$ cat src/rtl/rf_wb_arbiter.sv
// Write-back arbiter for the RV32I register file: two requesters share one write port,
// one registered write per cycle, plus a pending-write scoreboard for RAW stall detection.
module rf_wb_arbiter #(
  parameter int PRIORITY_MODE = 0,
  parameter int MAX_WAIT      = 4
) (
  input  logic        clock,
  input  logic        reset_n,
  input  logic        req0_valid,
  output logic        req0_ready,
  input  logic [4:0]  req0_rd,
  input  logic [31:0] req0_data,
  input  logic        req1_valid,
  output logic        req1_ready,
  input  logic [4:0]  req1_rd,
  input  logic [31:0] req1_data,
  input  logic        issue_valid,
  input  logic [4:0]  issue_rd,
  output logic        cu_rdwrite,
  output logic [4:0]  rd_addr,
  output logic [31:0] rd_in,
  output logic [31:0] pending
);

  localparam logic [3:0] MAX_WAIT_L = 4'(MAX_WAIT);

  logic        last_grant;
  logic [3:0]  wait_cnt;
  logic        grant0;
  logic        grant1;
  logic        xfer;
  logic [4:0]  win_rd;
  logic [31:0] win_data;
  logic [31:0] pending_nxt;

  always_comb begin
    grant0 = 1'b0;
    grant1 = 1'b0;
    if (reset_n) begin
      if (req0_valid && req1_valid) begin
        if (PRIORITY_MODE == 0) begin
          grant0 = last_grant;
        end else begin
          grant0 = (wait_cnt == MAX_WAIT_L);
        end
        grant1 = !grant0;
      end else begin
        grant0 = req0_valid;
        grant1 = req1_valid;
      end
    end
  end

  assign req0_ready = grant0;
  assign req1_ready = grant1;
  assign xfer       = grant0 || grant1;
  assign win_rd     = grant1 ? req1_rd : req0_rd;
  assign win_data   = grant1 ? req1_data : req0_data;

  // A new issue to the same register outranks the retiring write, so set is applied last.
  always_comb begin
    pending_nxt = pending;
    if (xfer) begin
      pending_nxt[win_rd] = 1'b0;
    end
    if (issue_valid) begin
      pending_nxt[issue_rd] = 1'b1;
    end
    pending_nxt[0] = 1'b0;
  end

  always_ff @(posedge clock) begin
    if (!reset_n) begin
      last_grant <= 1'b1;
      wait_cnt   <= 4'd0;
      cu_rdwrite <= 1'b0;
      rd_addr    <= 5'd0;
      rd_in      <= 32'd0;
      pending    <= 32'd0;
    end else begin
      if (req0_valid && req1_valid) begin
        last_grant <= grant1;
      end
      if (grant0 || !req0_valid) begin
        wait_cnt <= 4'd0;
      end else begin
        wait_cnt <= wait_cnt + 4'd1;
      end
      cu_rdwrite <= xfer && (win_rd != 5'd0);
      if (xfer) begin
        rd_addr <= win_rd;
        rd_in   <= win_data;
      end
      pending <= pending_nxt;
    end
  end

endmodule

$ cat config.mk
export PLATFORM = sky130hd
export DESIGN_NAME = rf_wb_arbiter
export DESIGN_NICKNAME = d
export VERILOG_FILES = /design/src/rtl/rf_wb_arbiter.sv
export SDC_FILE = /design/constraint.sdc
export NUM_CORES = 1
export LEC_CHECK = 0
export ABC_CLOCK_PERIOD_IN_PS = 4400
export CORE_MARGIN = 2
export CORE_UTILIZATION = 47
export CTS_BUF_LIST = sky130_fd_sc_hd__clkbuf_8
export DETAILED_ROUTE_END_ITERATION = 10
export PLACE_DENSITY = 0.95
export SLEW_MARGIN = 20
export SYNTH_ARGS = -nofsm -noshare
export SYNTH_HDL_FRONTEND = slang
export SYNTH_SLANG_ARGS = --single-unit
$ cat constraint.sdc
create_clock -name clock -period 4.4 [get_ports clock]
set_input_delay 0.88 -clock clock [delete_from_list [all_inputs] [get_ports clock]]
set_output_delay 0.88 -clock clock [all_outputs]
set_load 0.05 [all_outputs]
==> flow_metrics.py <==
metrics = {
    "worst_setup_path": {
        "crit_required_ps": 3520,
        "critPathBufInv": 2,
        "r2r_start": "last_grant$_SDFFE_PN1N_",
        "max_stage_delay_ps": 840,
        "rrSetupSlack_ps": 2440,
        "path_class": "input port to output pin",
        "critPathSlowestCell": "clkdlybuf4s50_1",
        "path_max_fanout": 7,
        "critical_path_depth": 4,
        "cp_top_family": "buffers and inverters",
        "path_cells": "clkdlybuf4s50_1 -> nand2_1 -> a21oi_1 -> clkdlybuf4s50_1",
        "crit_top_cell": "clkdlybuf4s50_1",
        "cp.arrival_ps": 2530,
        "start_kind": "input port",
        "ff2ff_path_depth": 5,
        "end_kind": "output pin",
        "rr_endpoint": "pending[25]$_SDFF_PN0_",
    },
    "timing": {
        "max-slew-margin-rel": 0.251,
        "slew_viol_final": 0,
        "clock_skew_ps": 10.6,
        "period_share": 0.775,
        "period_minus_slack_ps": 3410,
        "worst_slew_pin_slew_ps": 1120,
        "finalSetupViolCount": 0,
        "timing.fmax_mhz": 293,
        "tns_ps": 0,
        "finalHoldViolCount": 0,
        "rsz0062_at_grt": "no",
    },
    "routing": {
        "drc": 0,
        "drt_first_pass_iters": 5,
        "num_vias": 3573,
        "drt-initial-drc-count": 225,
        "wl_per_cell_um": 16.6,
        "via_per_inst": 5.75,
        "drt_wl_total_mm": 10.3,
        "antenna_left": 0,
    },
    "placement": {
        "place_congestion": 0.862,
        "portBuffers": 154,
        "place_hpwl_mm": 7.38,
    },
    "global_routing": {
        "grt_pass1_wl_mm": 17.0,
        "overflow": 0,
        "antenna_found_initial": 0,
        "grt_usage": 0.258,
        "first_global_vias": 3525,
        "grt_max_degree": 50,
    },
    "clock_network": {
        "clk_pin_slew_worst_paths_ps": 70,
        "numCtsBuffers": 9,
        "clock_path_buffers": 2,
        "cts_max_level": 3,
        "cts-root-buf": "clkbuf_8",
        "clock-sinks": 70,
        "cts_tree": "yes",
        "insertion_delay_ps": 350,
        "ctsResizeCount": 0,
        "cts-hold-fix-buffers": 0,
        "post_cts.repair.setup_buffers": 0,
    },
    "logic_synthesis": {
        "synth_common_cells": "dfxtp_1, mux2i_1, nand2_1",
        "syn_inst": 384,
        "synth_area_leaders": "dfxtp_1, mux2i_1, a311oi_1",
        "synth_top_area_cell": "dfxtp_1",
        "yosysSeqAreaShare": 0.401,
        "syn_area_per_cell_um2": 9.10,
        "synth_top_area_frac": 0.401,
        "synth_nets": 468,
        "netlist_area_um2": 3490,
        "synth-main-ff-cell": "dfxtp_1",
        "synth_cell_type_count": 45,
        "synth_most_common_cell": "dfxtp_1",
        "synth-edff-count": 0,
        "async_flop_share": 0,
        "yosys_register_bits": 70,
        "yosysWarnings": 0,
    },
    "power": {
        "combinationalPowerShare": 0.246,
        "switching_power_mw": 0.530,
        "p_seq_frac": 0.392,
        "clockPowerShare": 0.363,
        "p_leak_nw": 1.99,
        "peakVddDrop_uv": 205,
        "swShare": 0.303,
        "power_density_nw_per_um2": 334,
        "p_int_mw": 1.22,
    },
    "final_layout": {
        "antenna_cells": 0,
        "area_growth_syn_to_layout_pct": 49.9,
        "final_util": 0.726,
        "drive_gt1_frac": 0.0939,
        "nets": 601,
    },
    "hold_path": {
        "worstHoldStart": "rd_in[25]$_SDFFE_PN0N_",
        "hp-class": "flip-flop to flip-flop",
        "holdPathStages": 2,
        "hold_end": "rd_in[25]$_SDFFE_PN0N_",
    },
    "floorplan": {
        "die_w_um": 90.2,
        "core.rowCount": 31,
        "start_util": 0.484,
        "core_um2": 7210,
        "io_pins": 156,
        "chipHeight_um": 90.2,
        "die-area_um2": 8140,
    },
    "run": {
        "max_cap_violations": 0,
    },
    "outcome": {
        "status": "finished clean",
    },
}
[registers in the layout, indices dropped and copies added (netlist names)]
signal      cells
last_grant      1
cu_rdwrite      1
rd_addr         5
rd_in          32
pending        31
[through the flow]
stage | power (mW) | hold slack, ps | setup WS [ps] | instance area [um2] | std cells
3_3_place_gp | 1.12 | 453 | 995 | 4990 | 605
2_1_floorplan | 0.958 | 549 | 1430 | 3490 | 384
4_1_cts | 1.76 | 477 | 977 | 5240 | 621
5_1_grt | 1.83 | 501 | 931 | 5240 | 621
3_5_place_dp | 1.13 | 466 | 994 | 4990 | 605
6_report | 1.75 | 472 | 992 | 5240 | 621
[kinds of logic after synthesis]
group | synth area share
other | 0.00107
flip-flops | 0.401
multiplexers | 0.119
buffers and inverters | 0.0662
AO/OA/AOI/OAI | 0.243
AND/OR/NAND/NOR | 0.169
[worst reg2reg max path: cells and delay by family, from the launching register on]
| kind | cells | cell delay [ps] |
|---|---|---|
| flops | 1 | 400 |
| compound gates | 2 | 680 |
| simple gates | 2 | 560 |
| buf+inv | 1 | 180 |
[how the worst max path moves through the flow]
stage | startpoint | endpoint
2_1_floorplan | reset_n | req0_ready
5_1_grt | reset_n | req0_ready
3_3_place_gp | req0_valid | req0_ready
3_5_place_dp | reset_n | req0_ready
4_1_cts | reset_n | req0_ready
6_report | reset_n | req0_ready
[power groups by stage]
| stage | registers (mW) | logic (mW) | clock network, mW |
|---|---|---|---|
| 2_1_floorplan | 0.818 | 0.140 | 0 |
| 3_3_place_gp | 0.699 | 0.418 | 0 |
| 3_5_place_dp | 0.701 | 0.427 | 0 |
| 4_1_cts | 0.686 | 0.430 | 0.647 |
| 5_1_grt | 0.690 | 0.456 | 0.679 |
| 6_report | 0.686 | 0.430 | 0.635 |
[layout make-up]
type | count | area, um2
fillers | 539 | 1980
multi-input cells | 272 | 1860
repair buffers | 158 | 1580
flip-flops and latches | 70 | 1400
clock buffers | 9 | 124
well taps | 99 | 124
clock inverters | 7 | 121
inverters | 6 | 22.5
[cells in the final DEF, fill, tap and decap left out, types with 2 or more instances in the layout]
master / count
o41ai_2: 3
mux2i_1: 38
a211oi_1: 17
nor3b_2: 4
and3b_1: 3
o21ai_0: 24
a21oi_1: 34
bufinv_16: 3
and3_1: 2
a311oi_1: 27
clkinv_4: 2
nand4b_1: 3
nor2_1: 22
clkdlybuf4s50_1: 153
nand2_1: 37
a21oi_2: 3
nand2_2: 2
nor2b_1: 3
and2_4: 2
nand3_1: 25
clkbuf_8: 9
buf_4: 4
dfxtp_1: 70
a311oi_2: 4
inv_1: 5
nand4_1: 2
[metal layers]
| metal | part of all wire | GRT usage |
|---|---|---|
| met5 | 0 | 0 |
| met4 | 0.030 | 0.127 |
| met3 | 0.087 | 0.0746 |
| met2 | 0.51 | 0.449 |
| met1 | 0.37 | 0.289 |
Power figures use the tool's default switching activity.
==> RTL edit 1: new RTL, same flow settings <==
Set the parameter `PRIORITY_MODE` to 1 (it was 0).
--- a/src/rtl/rf_wb_arbiter.sv
+++ b/src/rtl/rf_wb_arbiter.sv
@@ -1,7 +1,7 @@
 // Write-back arbiter for the RV32I register file: two requesters share one write port,
 // one registered write per cycle, plus a pending-write scoreboard for RAW stall detection.
 module rf_wb_arbiter #(
-  parameter int PRIORITY_MODE = 0,
+  parameter int PRIORITY_MODE = 1,
   parameter int MAX_WAIT      = 4
 ) (
   input  logic        clock,
Behaviour: not the same (a bounded check fails within 4 cycles, from zero or initial values and one cycle with reset_n low).
==> RTL edit 1 against the unedited design <==
Setup slack improved by 0.068 ns. Total power fell by 0.17%. Routed wire length rose by 20%. Sequential cell count rose by 3. Final cell count rose by 7.6%. Synthesized area rose by 0.36%. Final area rose by 1.2%. Global-route usage rose by 4.2 points. Critical endpoint unchanged.
==> RTL edit 1: results (changes against the unedited design) <==
[status]
status = completed

[final_layout]
diodes = 0  ; unchanged
finish.instance_area_mm2 = 0.005303  ; +1.2%
largest-register = rd_in
drive_gt1_frac = 0.05448  ; -0.03939
nFillCells = 517  ; -4.1%
reg_top3 = rd_in x32, pending x31, rd_addr x5

[power_and_ir_drop]
ir_drop_uv = 325.7  ; +59%
p_leak_nw = 1.816  ; -8.7%

[synthesis]
syn_nets = 516  ; +10%
ys_async_sr_fraction = 0  ; unchanged
yosysWarningCount = 0  ; unchanged
ys_seq_area_frac = 0.4167  ; +0.01569
synthTopCellsByCount = dfxtp_1, nand2_1, nor2_1
syn_inst = 430  ; +12%
synth_cell_types = 39  ; -13%
synth_top_flop_cell = dfxtp_1
synth_area_leaders = dfxtp_1, a311oi_1, nand2_1, a22oi_1, nor2_1

[global_routing]
use_met2 = 0.5251  ; +0.07644
grt_use_total = 0.2998  ; +0.04167
grt_max_degree = 40  ; -20%
antenna_found_initial = 0  ; unchanged
grt_pass1_wl_um = 20030  ; +18%
use_met1 = 0.3597  ; +0.07123
gr-usage-met3 = 0.06093  ; -0.01367
grt_pass1_vias = 3967  ; +13%

[detailed_routing]
num_vias = 4106  ; +15%
wl_per_cell_um = 18.47  ; +11%
initialDrtViolationCount = 287  ; +28%
drt-vias-per-instance = 6.147  ; +6.8%
dr.pass1.iters = 5  ; unchanged

[placement]
placedCellCount = 652  ; +7.8%
dpl_cell_area_mm2 = 0.005059  ; +1.3%
dp_slack_ns = 1.018  ; +0.02386 ns
gp_congestion = 0.9339  ; +8.3%
dpl.hpwl_um = 8891  ; +20%
port_buffers = 154  ; unchanged

[setup_path]
crit_fanout = 6  ; -1
reg2regPathDepth = 7  ; +2

[clocking]
cts_made_buffers = 9  ; unchanged
post_cts_resized = 0  ; unchanged
cts_setup_buffers = 0  ; unchanged
cts_root_buf = clkbuf_8
clock_latency_ns = 0.35  ; about the same
clk_pin_slew_worst_paths_ns = 0.07  ; about the same
clockBufferDepth = 2  ; unchanged
cts.htree.levels = 3  ; unchanged

[hold_path]
min_path_type = flip-flop to flip-flop
min_path_cells = 1  ; -1

[timing]
slew_headroom = 0.4661  ; +0.2152
fin_skew_ns = 0.01010  ; -0.0005405 ns

-- RTL edit 1: cell type report --
cell class                 count  share of cell area
timing repair buffer         161              0.3025
tap                           99             0.02336
multi-input combinational    311              0.3469
sequential                    73              0.2756
inverter                       8            0.005663
clock buffer                  10             0.02596
clock inverter                 6             0.02006
-- RTL edit 1: where the power goes --
part	leakage, nW	internal [mW]	switching (mW)
Clock	0.124	0.389	0.249
Sequential	0.598	0.692	0.0177
Combinational	1.09	0.160	0.240
-- RTL edit 1: critical path, cell delays in order --
cell and delay, ns:
clkdlybuf4s50_1 0.57, nand2_1 0.07, a21oi_1 0.12, clkdlybuf4s50_1 0.81
-- RTL edit 1: cells by family after synthesis --
kind of cell	count (synthesis)	share of synthesized area
xor+xnor	2	0.004996
other cells	1	0.001069
simple gates	149	0.1898
flops	73	0.4167
compound gates	157	0.3204
fa+ha+maj	2	0.007134
buf+inv	46	0.05994
-- RTL edit 1: worst paths after layout --
path,start,endpoint,slack [ns]
setup / recovery,req0_valid,req0_ready,1.06
hold / removal,wait_cnt[0]$_SDFF_PP0_,wait_cnt[0]$_SDFF_PP0_,0.48
setup reg to reg,wait_cnt[0]$_SDFF_PP0_,pending[23]$_SDFF_PN0_,2.11
hold reg to reg,wait_cnt[0]$_SDFF_PP0_,wait_cnt[0]$_SDFF_PP0_,0.48
-- RTL edit 1: layer usage --
metal / part of all wire / vias up
li1: - / 1890
met4: 0.031 / 0
met2: 0.49 / 266
met5: 0 / -
met1: 0.38 / 1907
met3: 0.094 / 43
==> RTL edit 2: new RTL, same flow settings <==
Made on the original files. Take the reset off `pending` and load it in a clocked block of its own.
--- a/src/rtl/rf_wb_arbiter.sv
+++ b/src/rtl/rf_wb_arbiter.sv
@@ -76,7 +76,6 @@
       cu_rdwrite <= 1'b0;
       rd_addr    <= 5'd0;
       rd_in      <= 32'd0;
-      pending    <= 32'd0;
     end else begin
       if (req0_valid && req1_valid) begin
         last_grant <= grant1;
@@ -91,8 +90,11 @@
         rd_addr <= win_rd;
         rd_in   <= win_data;
       end
-      pending <= pending_nxt;
     end
+  end
+
+  always_ff @(posedge clock) begin
+    pending <= pending_nxt;
   end
 
 endmodule
Check against the original RTL: not equivalent (a bounded check fails within 4 cycles, from zero or initial values and one cycle with reset_n low).
==> RTL edit 2 against the unedited design <==
Clock power fell by 5.5%. Synthesized area fell by 4.3%. Clock skew barely moved. Global-route usage rose by 1.9 points. Routed wire length rose by 5.6%. Final cell count rose by 3.1%. First-iteration DRC count rose by 85%. Sequential cell count did not move. Via count rose by 2.4%. Final area fell by 1.9%. Total power fell by 0.62%. Setup slack improved by 0.095 ns. Utilization rose by 2.6 points. Critical path type unchanged.
==> RTL edit 2: results (changes against the unedited design) <==
[status]
status = completed

[detailed_routing]
met2_wirelength_um = 5527  ; +5.1%
route.met3.wl_um = 730  ; -19%
num_vias = 3658  ; +2.4%
initialDrtViolationCount = 417  ; +85%
wl_um = 10880  ; +5.6%
wl_met1_um = 4304  ; +12%

[synthesis]
ys_seq_area_frac = 0.4188  ; +0.01785
syn_nets = 481  ; +2.8%
synth_cell_types = 38  ; -16%
synthTopCellsByCount = dfxtp_1, o21ai_0, nand3_1
synth_area_leaders = dfxtp_1, mux2i_1, o21ai_0, nand3_1, nand2_1

[global_routing]
gr-usage-met3 = 0.05224  ; -0.02236
grt_use_total = 0.2770  ; +0.01888
grt_pass1_vias = 3555  ; +0.85%
use_met1 = 0.3488  ; +0.06025
use_met2 = 0.4511  ; +0.002506
grt_pass1_wl_um = 16770  ; -1.5%
grt_max_degree = 63  ; +26%

[final_layout]
nFillCells = 494  ; -8.3%
fin_nets = 623  ; +3.7%
drive_gt1_frac = 0.05699  ; -0.03688
finish.instance_area_mm2 = 0.005139  ; -1.9%

[clocking]
cts_root_buf = clkbuf_8
cts_setup_buffers = 0  ; unchanged
clk_pin_slew_worst_paths_ns = 0.08
clock_latency_ns = 0.34

[setup_path]
critPathLaunch = req1_valid
slowest_delay_ns = 0.67  ; -0.17 ns
critPathArrivalTime_ns = 2.43  ; -0.10 ns
r2r-end = rd_in[14]$_SDFFE_PN0N_
regToRegStartpoint = last_grant$_SDFFE_PN1N_
reg2regPathDepth = 5  ; unchanged
crit_path_end = req1_ready
crit_fanout = 13  ; +6
cpMaxStageDelayCell = clkdlybuf4s50_1

[placement]
dpl_cell_area_mm2 = 0.004905  ; -1.8%
gp_congestion = 0.8892  ; +3.1%
port_buffers = 154  ; unchanged
dpl.hpwl_um = 7946  ; +7.6%

[power_and_ir_drop]
p_leak_nw = 2.347  ; +18%
p_sw_frac = 0.3022  ; -0.0005039
ir_drop_uv = 225.0  ; +9.9%

[timing]
hold_viol_final = 0  ; unchanged
max_slew.worst_pin.slew_ns = 0.9793  ; -0.1402 ns
fin_skew_ns = 0.01102  ; +0.0003845 ns

[RTL edit 2: cell count changes in the layout (fill, tap and decap cells not counted), sizes merged, moves of 15 or more]
cell	unedited run	this run
a211oi	17	0
a21oi	38	6
a311oi	31	6
a32oi	0	15
inv	7	35
nand3	25	47
o211ai	1	17
o21ai	25	53
[RTL edit 2: worst reg2reg max path, cell delays in order, from the launching register on]
cell	delay [ns]
dfxtp_1	0.41
nand2_1	0.30
nand2_2	0.18
buf_4	0.48
mux2i_1	0.37
o21ai_0	0.11
[RTL edit 2: metrics by stage]
| step | hold WS [ns] | total power [mW] | std cells | worst slack [ns] |
|---|---|---|---|---|
| 3_3_place_gp | 0.4541 | 1.139 | 624 | 1.172 |
| 2_1_floorplan | 0.5390 | 0.9628 | 397 | 1.397 |
| 3_5_place_dp | 0.4646 | 1.150 | 624 | 1.125 |
| 6_report | 0.4750 | 1.740 | 640 | 1.087 |
| 4_1_cts | 0.4774 | 1.739 | 640 | 1.122 |
| 5_1_grt | 0.5041 | 1.799 | 640 | 1.026 |
[RTL edit 2: how the worst min path moves through the flow]
stage,startpoint,end,slack (ns),depth (start not counted)
6_report,rd_in[1]$_SDFFE_PN0N_,rd_in[1]$_SDFFE_PN0N_,0.47,2
4_1_cts,pending[8]$_DFF_P_,pending[8]$_DFF_P_,0.48,2
2_1_floorplan,last_grant$_SDFFE_PN1N_,last_grant$_SDFFE_PN1N_,0.54,2
3_3_place_gp,rd_in[15]$_SDFFE_PN0N_,rd_in[15]$_SDFFE_PN0N_,0.45,2
3_5_place_dp,rd_in[23]$_SDFFE_PN0N_,rd_in[23]$_SDFFE_PN0N_,0.46,2
5_1_grt,rd_in[16]$_SDFFE_PN0N_,rd_in[16]$_SDFFE_PN0N_,0.50,2
[RTL edit 2: layout make-up]
cell class,instances,area share
multi-input cells,267,0.3277
repair buffers,157,0.3058
flip-flops and latches,70,0.2727
clock buffers,12,0.03214
inverters,34,0.02484
well taps,96,0.02337
clock inverters,4,0.01339
[RTL edit 2: cells by family (layout without fill, tap and decap cells)]
logic type             after synthesis  after routing  share of synthesized area
AND/OR/NAND/NOR                    130            130                     0.1967
AO/OA/AOI/OAI                      105            105                     0.2087
flip-flops                          70             70                     0.4188
buffers and inverters               60            207                    0.08190
multiplexers                        31             31                    0.09275
other                                1              1                   0.001121
[RTL edit 2: power by group through the flow]
stage	sequential, mW	clock [mW]	combinational [mW]
6_report	0.696	0.600	0.445
4_1_cts	0.696	0.600	0.443
3_5_place_dp	0.709	0	0.441
3_3_place_gp	0.707	0	0.432
2_1_floorplan	0.840	0	0.123
5_1_grt	0.700	0.630	0.469
